$ cat config.mk
export PLATFORM = sky130hd
export DESIGN_NAME = sm_divrem_seq
export DESIGN_NICKNAME = d
export VERILOG_FILES = /design/src/rtl/sm_arith_pkg.sv /design/src/rtl/sm_flag_gen.sv /design/src/rtl/sm_divrem_seq.sv
export SDC_FILE = /design/constraint.sdc
export NUM_CORES = 1
export LEC_CHECK = 0
export CORE_MARGIN = 3
export CORE_UTILIZATION = 53
export CTS_CLUSTER_SIZE = 40
export DETAILED_ROUTE_END_ITERATION = 8
export PLACE_DENSITY = 0.8
export SLEW_MARGIN = 10
export SYNTH_ARGS = -nofsm -noshare
export SYNTH_HDL_FRONTEND = slang
export SYNTH_HIERARCHICAL = 1
export SYNTH_SLANG_ARGS = --single-unit
$ cat constraint.sdc
create_clock -name clk -period 3 [get_ports clk]
set_input_delay 0.45 -clock clk [delete_from_list [all_inputs] [get_ports clk]]
set_output_delay 0.45 -clock clk [all_outputs]
set_load 0.1 [all_outputs]
$ cat src/rtl/sm_arith_pkg.sv
// Shared signed-magnitude helpers, FSM state encoding and flag-bus bit indices
// for the W-parameterised calculator ALU operations.
package sm_arith_pkg;

    typedef enum logic [1:0] {
        ST_IDLE = 2'd0,
        ST_CALC = 2'd1,
        ST_DONE = 2'd2
    } sm_state_t;

    localparam int FLAG_ZF  = 3;
    localparam int FLAG_EF  = 2;
    localparam int FLAG_OF  = 1;
    localparam int FLAG_DZF = 0;

    // Helpers work on a 64-bit carrier; callers cast to their own width w.
    function automatic logic sm_sign(input logic [63:0] x, input int w);
        logic [63:0] t;
        t = x >> (w - 1);
        return t[0];
    endfunction

    function automatic logic [63:0] sm_mag(input logic [63:0] x, input int w);
        return x & ((64'd1 << (w - 1)) - 64'd1);
    endfunction

    function automatic logic [63:0] sm_pack(input logic s, input logic [63:0] mag, input int w);
        logic [63:0] m;
        m = sm_mag(mag, w);
        return (m == 64'd0) ? 64'd0 : (m | (64'(s) << (w - 1)));
    endfunction

endpackage

$ cat src/rtl/sm_flag_gen.sv
// Combinational status flags from a result magnitude and a divisor magnitude;
// shared by the signed-magnitude ALU operations.
module sm_flag_gen
    import sm_arith_pkg::*;
#(
    parameter int W = 8
) (
    input  logic [W-2:0] r_mag,
    input  logic [W-2:0] b_mag,
    output logic         zf,
    output logic         ef,
    output logic         of,
    output logic         dzf
);

    assign zf  = (r_mag == '0);
    assign ef  = ~r_mag[0];
    assign of  = r_mag[0];
    assign dzf = (b_mag == '0);

endmodule

$ cat src/rtl/sm_divrem_seq.sv
// Multi-cycle signed-magnitude divider: restoring shift-subtract, one quotient
// bit per cycle, valid/ready on both sides, truncating sign rules.
module sm_divrem_seq
    import sm_arith_pkg::*;
#(
    parameter int W = 8
) (
    input  logic         clk,
    input  logic         rst,
    input  logic         in_valid,
    output logic         in_ready,
    input  logic [W-1:0] a,
    input  logic [W-1:0] b,
    output logic         out_valid,
    input  logic         out_ready,
    output logic [W-1:0] q,
    output logic [W-1:0] r,
    output logic         zf,
    output logic         ef,
    output logic         of,
    output logic         dzf
);

    localparam int M  = W - 1;
    localparam int CW = $clog2(M);

    sm_state_t state, state_nxt;

    logic [M-1:0]  dvd;
    logic [M-1:0]  dvs;
    logic [M-1:0]  part;
    logic          sign_a;
    logic          sign_b;
    logic [CW-1:0] cnt;

    logic [M-1:0]  a_mag_in;
    logic [M-1:0]  b_mag_in;
    logic [M:0]    trial;
    logic          take;
    logic [M-1:0]  part_step;
    logic [M-1:0]  dvd_step;
    logic          accept;
    logic          load_out;
    logic [W-1:0]  q_nxt;
    logic [W-1:0]  r_nxt;
    logic          zf_c, ef_c, of_c, dzf_c;

    assign a_mag_in = M'(sm_mag(64'(a), W));
    assign b_mag_in = M'(sm_mag(64'(b), W));

    // dvd holds the unconsumed dividend bits and collects quotient bits from the bottom.
    always_comb begin
        trial     = {part, dvd[M-1]};
        take      = (trial >= {1'b0, dvs});
        part_step = take ? M'(trial - {1'b0, dvs}) : trial[M-1:0];
        dvd_step  = {dvd[M-2:0], take};
    end

    assign q_nxt = W'(sm_pack(sign_a ^ sign_b, 64'(dvd), W));
    assign r_nxt = W'(sm_pack(sign_a, 64'(part), W));

    sm_flag_gen #(.W(W)) u_flag_gen (
        .r_mag (part),
        .b_mag (dvs),
        .zf    (zf_c),
        .ef    (ef_c),
        .of    (of_c),
        .dzf   (dzf_c)
    );

    always_ff @(posedge clk) begin
        if (rst) state <= ST_IDLE;
        else     state <= state_nxt;
    end

    always_comb begin
        state_nxt = state;
        case (state)
            ST_IDLE: if (in_valid) state_nxt = (b_mag_in == '0) ? ST_DONE : ST_CALC;
            ST_CALC: if (cnt == '0) state_nxt = ST_DONE;
            ST_DONE: if (out_valid && out_ready) state_nxt = ST_IDLE;
            default: state_nxt = ST_IDLE;
        endcase
    end

    always_comb begin
        in_ready = rst || (state == ST_IDLE);
        accept   = !rst && (state == ST_IDLE) && in_valid;
        load_out = (state == ST_DONE) && !out_valid;
    end

    // A zero divisor skips CALC: quotient stays 0 and the dividend is the remainder.
    always_ff @(posedge clk) begin
        if (accept) begin
            sign_a <= sm_sign(64'(a), W);
            sign_b <= sm_sign(64'(b), W);
            dvs    <= b_mag_in;
            cnt    <= CW'(M - 1);
            if (b_mag_in == '0) begin
                dvd  <= '0;
                part <= a_mag_in;
            end else begin
                dvd  <= a_mag_in;
                part <= '0;
            end
        end else if (state == ST_CALC) begin
            part <= part_step;
            dvd  <= dvd_step;
            cnt  <= cnt - 1'b1;
        end
    end

    always_ff @(posedge clk) begin
        if (rst) begin
            out_valid <= 1'b0;
            q         <= '0;
            r         <= '0;
            zf        <= 1'b0;
            ef        <= 1'b0;
            of        <= 1'b0;
            dzf       <= 1'b0;
        end else if (load_out) begin
            out_valid <= 1'b1;
            q         <= q_nxt;
            r         <= r_nxt;
            zf        <= zf_c;
            ef        <= ef_c;
            of        <= of_c;
            dzf       <= dzf_c;
        end else if (out_valid && out_ready) begin
            out_valid <= 1'b0;
        end
    end

endmodule

==> After elaboration in Yosys (flattened, before gate mapping) <==
Cells that the tools add are included.
{ "word_totals": {"output_inout_bits": 22, "regBits": 49, "inputBits": 20} }
{ "classes": {"n_mux": 16, "n_eq_ne": 5, "bitwise_logic": 4, "n_lt_le_gt_ge": 1, "n_reduce_logical": 17, "n_addsub": 2} }
{ "op_table": {"columns": ["operator", "n"], "rows": [
  ["64-bit logical NOT", 2],
  ["7-bit two-way mux", 7],
  ["7-bit logical NOT", 3],
  ["8-bit two-way mux", 2],
  ["7-bit by 8-bit bitwise OR with 8-bit output", 2],
  ["8-bit by 7-bit greater-or-equal comparator with 1-bit output", 1],
  ["2-bit two-way mux", 4],
  ["7-bit subtractor", 1],
  ["2-bit != test, second input constant", 3],
  ["2-bit case mux with 3 select lines", 1],
  ["1-bit logical AND", 4],
  ["2-bit nonzero test", 2],
  ["3-bit logical NOT", 1],
  ["3-bit AND reduction", 1],
  ["3-bit by 1-bit subtractor with 3-bit output, second input constant", 1],
  ["2-bit by 1-bit == test with 1-bit output, second input constant", 1],
  ["2-bit == test, second input constant", 1],
  ["1-bit logical NOT", 2],
  ["2-bit logical NOT", 1],
  ["1-bit two-way mux", 2],
  ["1-bit logical OR", 1],
  ["1-bit NOT", 1],
  ["1-bit bitwise XOR", 1]
]} }

==> Logic depth before layout (Yosys ltp) <==
Gate-level depths: netlist of the first run.
{ "depth": {"ltp_word": 4, "mapped_depth": 8} }

==> Modules after synthesis <==
The synthesis of the first run kept the hierarchy.
{ "by_module_without_submodules": {"columns": ["module", "area_each_um2", "instances", "cells_per_inst"], "rows": [
  ["sm_divrem_seq", 2396.0, 1, 251],
  ["sm_flag_gen", 51.3, 1, 6]
]} }

==> Least setup slack after synthesis of the first run <==
OpenSTA, ideal clock, no wires.
{ "synth_path": {"path_type": "reg2out", "start": "reg state[1]", "end": "out in_ready", "stages_incl_launch_ff": 2, "required_ns": 2.550, "slack_ns": 0.770, "t_arrival_ns": 1.780, "cell_sequence": "dfxtp_1 -> o21bai_1"} }
{ "synth_via": {"elab_chain_len": 2} }
{ "synth_rtl": {"columns": ["item", "line_no", "text"], "rows": [
  ["start, declared", "sm_divrem_seq.sv:27", "sm_state_t state, state_nxt;"],
  ["start signal, assigned", "sm_divrem_seq.sv:73", "else state <= state_nxt;"],
  ["2-bit logical NOT", "sm_divrem_seq.sv:87", "in_ready = rst || (state == ST_IDLE);"],
  ["1-bit logical OR", "sm_divrem_seq.sv:87", null],
  ["end, declared", "sm_divrem_seq.sv:11", "output logic in_ready,"]
]} }
Every way passes these cells.

==> Worst setup path in the final report of the first run <==
{ "layout_path": {"start": "reg part[5]", "end": "reg part[0] (data pin)"} }
{ "layout_via": {"elab_chain_len": 4} }
{ "layout_rtl": {"columns": ["item", "line_no", "text"], "rows": [
  ["start, declared", "sm_divrem_seq.sv:31", "logic [M-1:0] part;"],
  ["start signal, assigned", "sm_divrem_seq.sv:101", "part <= a_mag_in;"],
  ["start signal, assigned", "sm_divrem_seq.sv:107", "part <= part_step;"],
  ["8-bit by 7-bit greater-or-equal comparator with 1-bit output", "sm_divrem_seq.sv:54", "take = (trial >= {1'b0, dvs});"],
  ["7-bit two-way mux", "sm_divrem_seq.sv:55", "part_step = take ? M'(trial - {1'b0, dvs}) : trial[M-1:0];"],
  ["7-bit two-way mux", "sm_divrem_seq.sv:106", "end else if (state == ST_CALC) begin"],
  ["7-bit two-way mux", "sm_divrem_seq.sv:94", "if (accept) begin"]
]} }
Every way passes these cells. The select of a mux whose other input is x is not followed.
A chain may end at the register's enable or synchronous reset.

==> metrics.cfg, run 1 <==
[job]
max_cap_violations = 0

[clock_network]
htreeDepth = 2
clock_latency_reported_for_the_late_side_of_the_worst_skew_pair_ps = 290
postCtsResizedCells = 0
path_clk_slew_ps = 80
clock_tree_buffer_depth = 2
clkSinkCount = 49
cts-buffers-inserted = 5
cts_setup_buffers = 0
tritoncts = yes
cts.root.buffer_cell = sky130_fd_sc_hd__clkbuf_8
cts_hold_buffers = 0

[critical_path]
crit_path_start_kind = register
path_max_fanout = 10
critical_path.reg2reg.endpoint = part[0]$_DFFE_PP_
crit_required_ps = 3150
worstSetupPathType = reg2reg
reg2reg_depth = 6
cp_data_arrival_time_ps = 2530
r2r_slack_ps = 620
regToRegStartpoint = part[5]$_DFFE_PP_
crit_path_end_kind = register

[synthesis]
synthesis.area_per_instance_um2 = 9.52
synth.yosys.warnings = 6
async_flop_share = 0
synth-edff-count = 23
synth_area_um2 = 2450
synth_top_cell_by_area = sky130_fd_sc_hd__edfxtp_1
synth_area_leaders = sky130_fd_sc_hd__edfxtp_1, sky130_fd_sc_hd__dfxtp_1, sky130_fd_sc_hd__nand2_1, sky130_fd_sc_hd__a21oi_1, sky130_fd_sc_hd__ha_1
syn-instance-count = 257
postSynthRegisterBits = 49
syn-num-nets = 287
primary_flip_flop_cell_chosen_by_synthesis_mapping = sky130_fd_sc_hd__dfxtp_1
synth_largest_type_area_fraction = 0.282
sequential_area_share_after_synthesis = 0.495
netlist-cell-type-count = 46

[placed_design]
pre_cts_slack_ps = 587
placed_cell_count = 343
place.port_buffers = 41
gp_congestion = 0.861
place_hpwl_mm = 3.70

[cells_and_area]
fraction_of_final_layout_cells_sized_beyond_drive_strength_1 = 0.164
final_common_cell = sky130_fd_sc_hd__nand2_1
nFillCells = 356
layout_common_cells = sky130_fd_sc_hd__nand2_1, sky130_fd_sc_hd__a21oi_1, sky130_fd_sc_hd__dfxtp_1
layout.nets = 328
antenna_cells = 0
finalNonFillerCells = 351
syn2layout_area_growth_pct = 19.9
finalCoreUtilization = 0.665

[timing]
final_ws_setup_ps = 625
clock.fmax_ghz = 0.421
timing.final.setup_violations = 0
finalWorstPathRequiredPeriod_ps = 2380
max_transition_viols_final = 0
grt_setup_unrepaired = false
tightestPinTransition_ps = 1000
timing.final.crit_share = 0.792
setup_total_negative_slack_ps = 0
skew_final_ps = 8.79
worst_slew_margin_rel = 0.330
finalHoldViolCount = 0

[grt]
antenna_found_initial = 0
gr-usage-all-layers = 0.186
maximum_number_of_pins_on_one_net_before_global_route_repair = 24
overflow = 0
grt_first_pass_wirelength_mm = 7.93
grt_pass1_vias = 1711

[routing]
ant_nets = 0
drt_iter0_markers = 78
avgRoutedWirePerCell_um = 13.9
drt-vias-per-instance = 5.46
drt_pre_antenna_iters = 4
drc = 0
vias = 1915
drt_wl_total_mm = 4.88

[power_and_ir_drop]
power_density_nw_per_um2 = 722
power.static_leakage_nw = 1.12
max_vdd_drop_mv = 0.428

[floorplanning]
die_width_um = 74.0
core_outline_area_um2 = 4410
fp-row-count = 24
floorplan.die_area_um2 = 5470
ios = 42
start_util = 0.554
die_y_um = 74.0

[status]
status = finished, final reports clean

[hold_path]
holdPathStages = 2
min-delay-start = q[6]$_SDFFE_PP0P_
whs_endpoint = q[6]$_SDFFE_PP0P_
timing.hold.worst.class = reg2reg

## registers in the layout (all words and copies together) (netlist names)
name       flops
q              8
r              8
dvd            7
dvs            7
part           7
cnt            3
state          2
dzf            1
ef             1
of             1
out_valid      1
sign_a         1
sign_b         1
zf             1
## how the worst max path moves through the flow
stage                               start           endpoint  slack [ps]
global placement                 in_valid  part[1]$_DFFE_PP_         660
detailed placement               in_valid   dvd[0]$_DFFE_PP_         590
floorplan           state[1]$_SDFFE_PP0P_           in_ready         770
CTS                     part[5]$_DFFE_PP_  part[0]$_DFFE_PP_         630
global route            part[5]$_DFFE_PP_  part[0]$_DFFE_PP_         530
finish                  part[5]$_DFFE_PP_  part[0]$_DFFE_PP_         620
## synthesized netlist by cell type (2+ instances only)
cell type,number
sky130_fd_sc_hd__nand2_1,59
sky130_fd_sc_hd__a21oi_1,35
sky130_fd_sc_hd__dfxtp_1,26
sky130_fd_sc_hd__edfxtp_1,23
sky130_fd_sc_hd__inv_1,14
sky130_fd_sc_hd__nor2_1,11
sky130_fd_sc_hd__ha_1,9
sky130_fd_sc_hd__o21ai_0,8
sky130_fd_sc_hd__clkbuf_1,5
sky130_fd_sc_hd__nand3_1,5
sky130_fd_sc_hd__mux2i_1,4
sky130_fd_sc_hd__nand2b_1,4
sky130_fd_sc_hd__a211oi_2,3
sky130_fd_sc_hd__buf_2,3
sky130_fd_sc_hd__nor2b_1,3
sky130_fd_sc_hd__xnor2_1,3
sky130_fd_sc_hd__a211oi_1,2
sky130_fd_sc_hd__a21oi_2,2
sky130_fd_sc_hd__mux2_2,2
sky130_fd_sc_hd__nand3b_1,2
sky130_fd_sc_hd__nor3_1,2
sky130_fd_sc_hd__nor4_1,2
sky130_fd_sc_hd__nor4_2,2
sky130_fd_sc_hd__o211ai_1,2
sky130_fd_sc_hd__o21ai_2,2
sky130_fd_sc_hd__o22ai_1,2
sky130_fd_sc_hd__or4_1,2
sky130_fd_sc_hd__xor2_1,2
## metal layers
metal  GRT usage  wire, um
met4      0.0483        45
met5           0         0
met1       0.258      2290
met3      0.0351       238
met2       0.303      2300
## cell families (layout without fill, tap and decap cells)
kind of cell	Yosys count	in the layout	share of synthesized area
flops	49	49	0.495
xor+xnor	5	5	0.0179
mux	6	6	0.0256
compound gates	61	61	0.154
fa+ha+maj	10	10	0.0542
simple gates	102	102	0.210
buf+inv	24	66	0.0429
## metrics by stage
| stage | hold WS, ps | power, mW | instance area [um2] |
|---|---|---|---|
| 3_3_place_gp | 443 | 1.73 | 2850 |
| 4_1_cts | 459 | 2.12 | 2930 |
| 2_1_floorplan | 455 | 1.56 | 2450 |
| 3_5_place_dp | 448 | 1.75 | 2850 |
| 6_report | 456 | 2.12 | 2930 |
| 5_1_grt | 475 | 2.24 | 2930 |
## worst max-delay path, stage by stage (launching register included)
cell                       delay, ps
sky130_fd_sc_hd__edfxtp_1        490
sky130_fd_sc_hd__ha_1            410
sky130_fd_sc_hd__a211oi_2        240
sky130_fd_sc_hd__nand2_1         120
sky130_fd_sc_hd__nor3_4          470
sky130_fd_sc_hd__mux2_2          400
sky130_fd_sc_hd__o21ai_2         110
## report_power, final
group	total [mW]	internal (mW)	switching [mW]
sequential	0.959	0.843	0.116
combinational	0.785	0.325	0.461
clock	0.375	0.165	0.209
total	2.12	1.33	0.786
## final cells by class
class | count | area [um2] | area share
well taps | 52 | 65.1 | 0.0222
clock inverters | 1 | 7.51 | 0.00256
clock buffers | 7 | 76.3 | 0.0260
inverters | 14 | 52.6 | 0.0179
flip-flops and latches | 49 | 1210 | 0.413
multi-input cells | 184 | 1130 | 0.385
repair buffers | 44 | 390 | 0.133
Note: power is estimated with default switching activity, not from simulation.
==> run 2, diff against run 1 <==
--- a/config.mk
+++ b/config.mk
@@ -6,10 +6,10 @@
 export NUM_CORES = 1
 export LEC_CHECK = 0
 export CORE_MARGIN = 3
-export CORE_UTILIZATION = 53
+export CORE_UTILIZATION = 47
 export CTS_CLUSTER_SIZE = 40
 export DETAILED_ROUTE_END_ITERATION = 8
-export PLACE_DENSITY = 0.8
+export PLACE_DENSITY = 0.75
 export SLEW_MARGIN = 10
 export SYNTH_ARGS = -nofsm -noshare
 export SYNTH_HDL_FRONTEND = slang
==> constraint.sdc (replaced) <==
create_clock -name clk -period 2 [get_ports clk]
set_input_delay 0.3 -clock clk [delete_from_list [all_inputs] [get_ports clk]]
set_output_delay 0.3 -clock clk [all_outputs]
set_load 0.1 [all_outputs]
==> metrics.cfg, run 2 (synthesis results as in run 1) <==
[status]
status = finished with violations
failing_checks = setup timing

[cells_and_area]
nFillCells = 399  ; +12%
reg_top3 = q: 8 flops, r: 8 flops
fraction_of_final_layout_cells_sized_beyond_drive_strength_1 = 0.289  ; +0.125
layout.nets = 361  ; +10%
syn2layout_area_growth_pct = 37.6
finalNonFillerCells = 399  ; +14%
final_common_cell = sky130_fd_sc_hd__nand2_1
antenna_cells = 0  ; unchanged
layout_common_cells = sky130_fd_sc_hd__nand2_1, sky130_fd_sc_hd__buf_4, sky130_fd_sc_hd__a21oi_1

[timing]
setup_total_negative_slack_ps = -443  ; -443 ps
clock.fmax_ghz = 0.480  ; +14%
final_ws_setup_ps = -85.2  ; -710 ps
timing.final.crit_share = 1.04  ; +0.251
skew_final_ps = 9.27  ; +0.482 ps
timing.final.setup_violations = 7  ; +7
grt_setup_unrepaired = true
tightestPinTransition_ps = 437  ; -562 ps
finalWorstPathRequiredPeriod_ps = 2090  ; -290 ps
finalHoldViolCount = 0  ; unchanged
max_transition_viols_final = 0  ; unchanged
worst_slew_margin_rel = 0.707  ; +0.376

[power_and_ir_drop]
combinationalPowerShare = 0.430  ; +0.059
max_vdd_drop_mv = 0.527  ; +23%
power.static_leakage_nw = 1.33  ; +18%
power_density_nw_per_um2 = 1140  ; +59%
power.net_switching_mw = 1.36  ; +73%
switching_share = 0.354  ; -0.0174
power.total_mw = 3.85  ; +82%
internal_power_mw = 2.49  ; +87%
pwr-share-seq = 0.360  ; -0.093
power.clock.fraction = 0.210  ; +0.033

[placed_design]
gp_congestion = 0.878  ; +2.0%
placed_cell_count = 383  ; +12%
place.port_buffers = 41  ; unchanged
place_hpwl_mm = 4.09  ; +10%
pre_cts_slack_ps = -171  ; -758 ps

[critical_path]
cp_data_arrival_time_ps = 2250  ; -280 ps
crit_required_ps = 2170  ; -980 ps
path_max_fanout = 5  ; -5
worstSetupPathType = reg2reg
crit_path_end_kind = register
crit_path_start_kind = register

[routing]
ant_nets = 0  ; unchanged
drt_pre_antenna_iters = 4  ; unchanged
drt-vias-per-instance = 5.28  ; -3.2%
drt_wl_total_mm = 5.70  ; +17%
vias = 2107  ; +10%
avgRoutedWirePerCell_um = 14.3  ; +2.9%
drt_iter0_markers = 138  ; +77%
drc = 0  ; unchanged

[job]
max_cap_violations = 0  ; unchanged

[floorplanning]
die_width_um = 78.2  ; +5.7%
ios = 42  ; unchanged
start_util = 0.502  ; -0.0529
fp-row-count = 25  ; +4.2%
die_y_um = 78.2  ; +5.7%
floorplan.die_area_um2 = 6110  ; +12%
core_outline_area_um2 = 4880  ; +11%

[grt]
grt_pass1_vias = 2054  ; +20%
grt_first_pass_wirelength_mm = 9.26  ; +17%
maximum_number_of_pins_on_one_net_before_global_route_repair = 24  ; unchanged
overflow = 0  ; unchanged
gr-usage-all-layers = 0.193  ; +0.00647
antenna_found_initial = 0  ; unchanged

[clock_network]
clock_latency_reported_for_the_late_side_of_the_worst_skew_pair_ps = 310  ; +20 ps
htreeDepth = 2  ; unchanged
tritoncts = yes
clock_tree_buffer_depth = 2  ; unchanged
cts-buffers-inserted = 5  ; unchanged
cts.root.buffer_cell = sky130_fd_sc_hd__clkbuf_8
clkSinkCount = 49  ; unchanged
path_clk_slew_ps = 90  ; about the same

[hold_path]
timing.hold.worst.class = reg2reg

-- run 2: worst max-delay path: stages, from the launching register on --
cell and delay (ps):
sky130_fd_sc_hd__edfxtp_1 450, sky130_fd_sc_hd__ha_4 190, sky130_fd_sc_hd__fa_2 340, sky130_fd_sc_hd__nand2b_4 170
sky130_fd_sc_hd__a211oi_4 270, sky130_fd_sc_hd__nor3_4 110, sky130_fd_sc_hd__buf_6 140, sky130_fd_sc_hd__a21o_1 160
sky130_fd_sc_hd__a21oi_2 120
-- run 2: repair_timing --
item / CTS / global route
gates resized for setup: 6 / 5
buffers inserted: 4 / 3
pin swaps: 2 / 0
cloned: 1 / 0
endpoints found under the setup margin: 8 / 8
hold buffers: 0 / 0
-- run 2: layout make-up --
type                    count  area [um2]  share of cell area
multi-input cells         185        1210               0.361
flip-flops and latches     49        1210               0.360
repair buffers             76         672               0.200
clock buffers               6        93.8              0.0279
well taps                  67        83.8              0.0249
inverters                  14        52.6              0.0156
clock inverters             2        38.8              0.0115
-- run 2: metrics by stage --
stage	util	hold WS (ps)	area, um2
after floorplan	-	365	2490
after global placement	0.643	444	3140
after detailed placement	0.643	447	3140
after CTS	0.681	460	3320
after global routing	0.690	475	3370
final	0.690	459	3370
-- run 2: final timing paths --
path / start / to / slack, ps / cells after the start
max: dvs[0]$_DFFE_PP_ / part[5]$_DFFE_PP_ / -90 / 8
min: r[5]$_SDFFE_PP0P_ / r[5]$_SDFFE_PP0P_ / 460 / 2
max reg2reg: dvs[0]$_DFFE_PP_ / part[5]$_DFFE_PP_ / -90 / 8
min reg2reg: r[5]$_SDFFE_PP0P_ / r[5]$_SDFFE_PP0P_ / 460 / 2
-- run 2: metal layers --
layer  track usage  vias to the layer above  part of all wire  wire, um
li1              -                     1046                 -         -
met1         0.238                      984              0.44      2530
met2         0.330                       66              0.49      2800
met3        0.0367                       11             0.050       283
met4        0.0787                        0             0.016        91
met5             0                        -                 0         0
-- run 2: power groups by stage --
| stage | combinational (mW) | clock (mW) | sequential [mW] |
|---|---|---|---|
| 2_1_floorplan | 0.869 | 0 | 1.51 |
| 3_3_place_gp | 1.47 | 0 | 1.40 |
| 3_5_place_dp | 1.51 | 0 | 1.40 |
| 4_1_cts | 1.60 | 0.814 | 1.38 |
| 5_1_grt | 1.81 | 0.859 | 1.40 |
| 6_report | 1.66 | 0.809 | 1.39 |
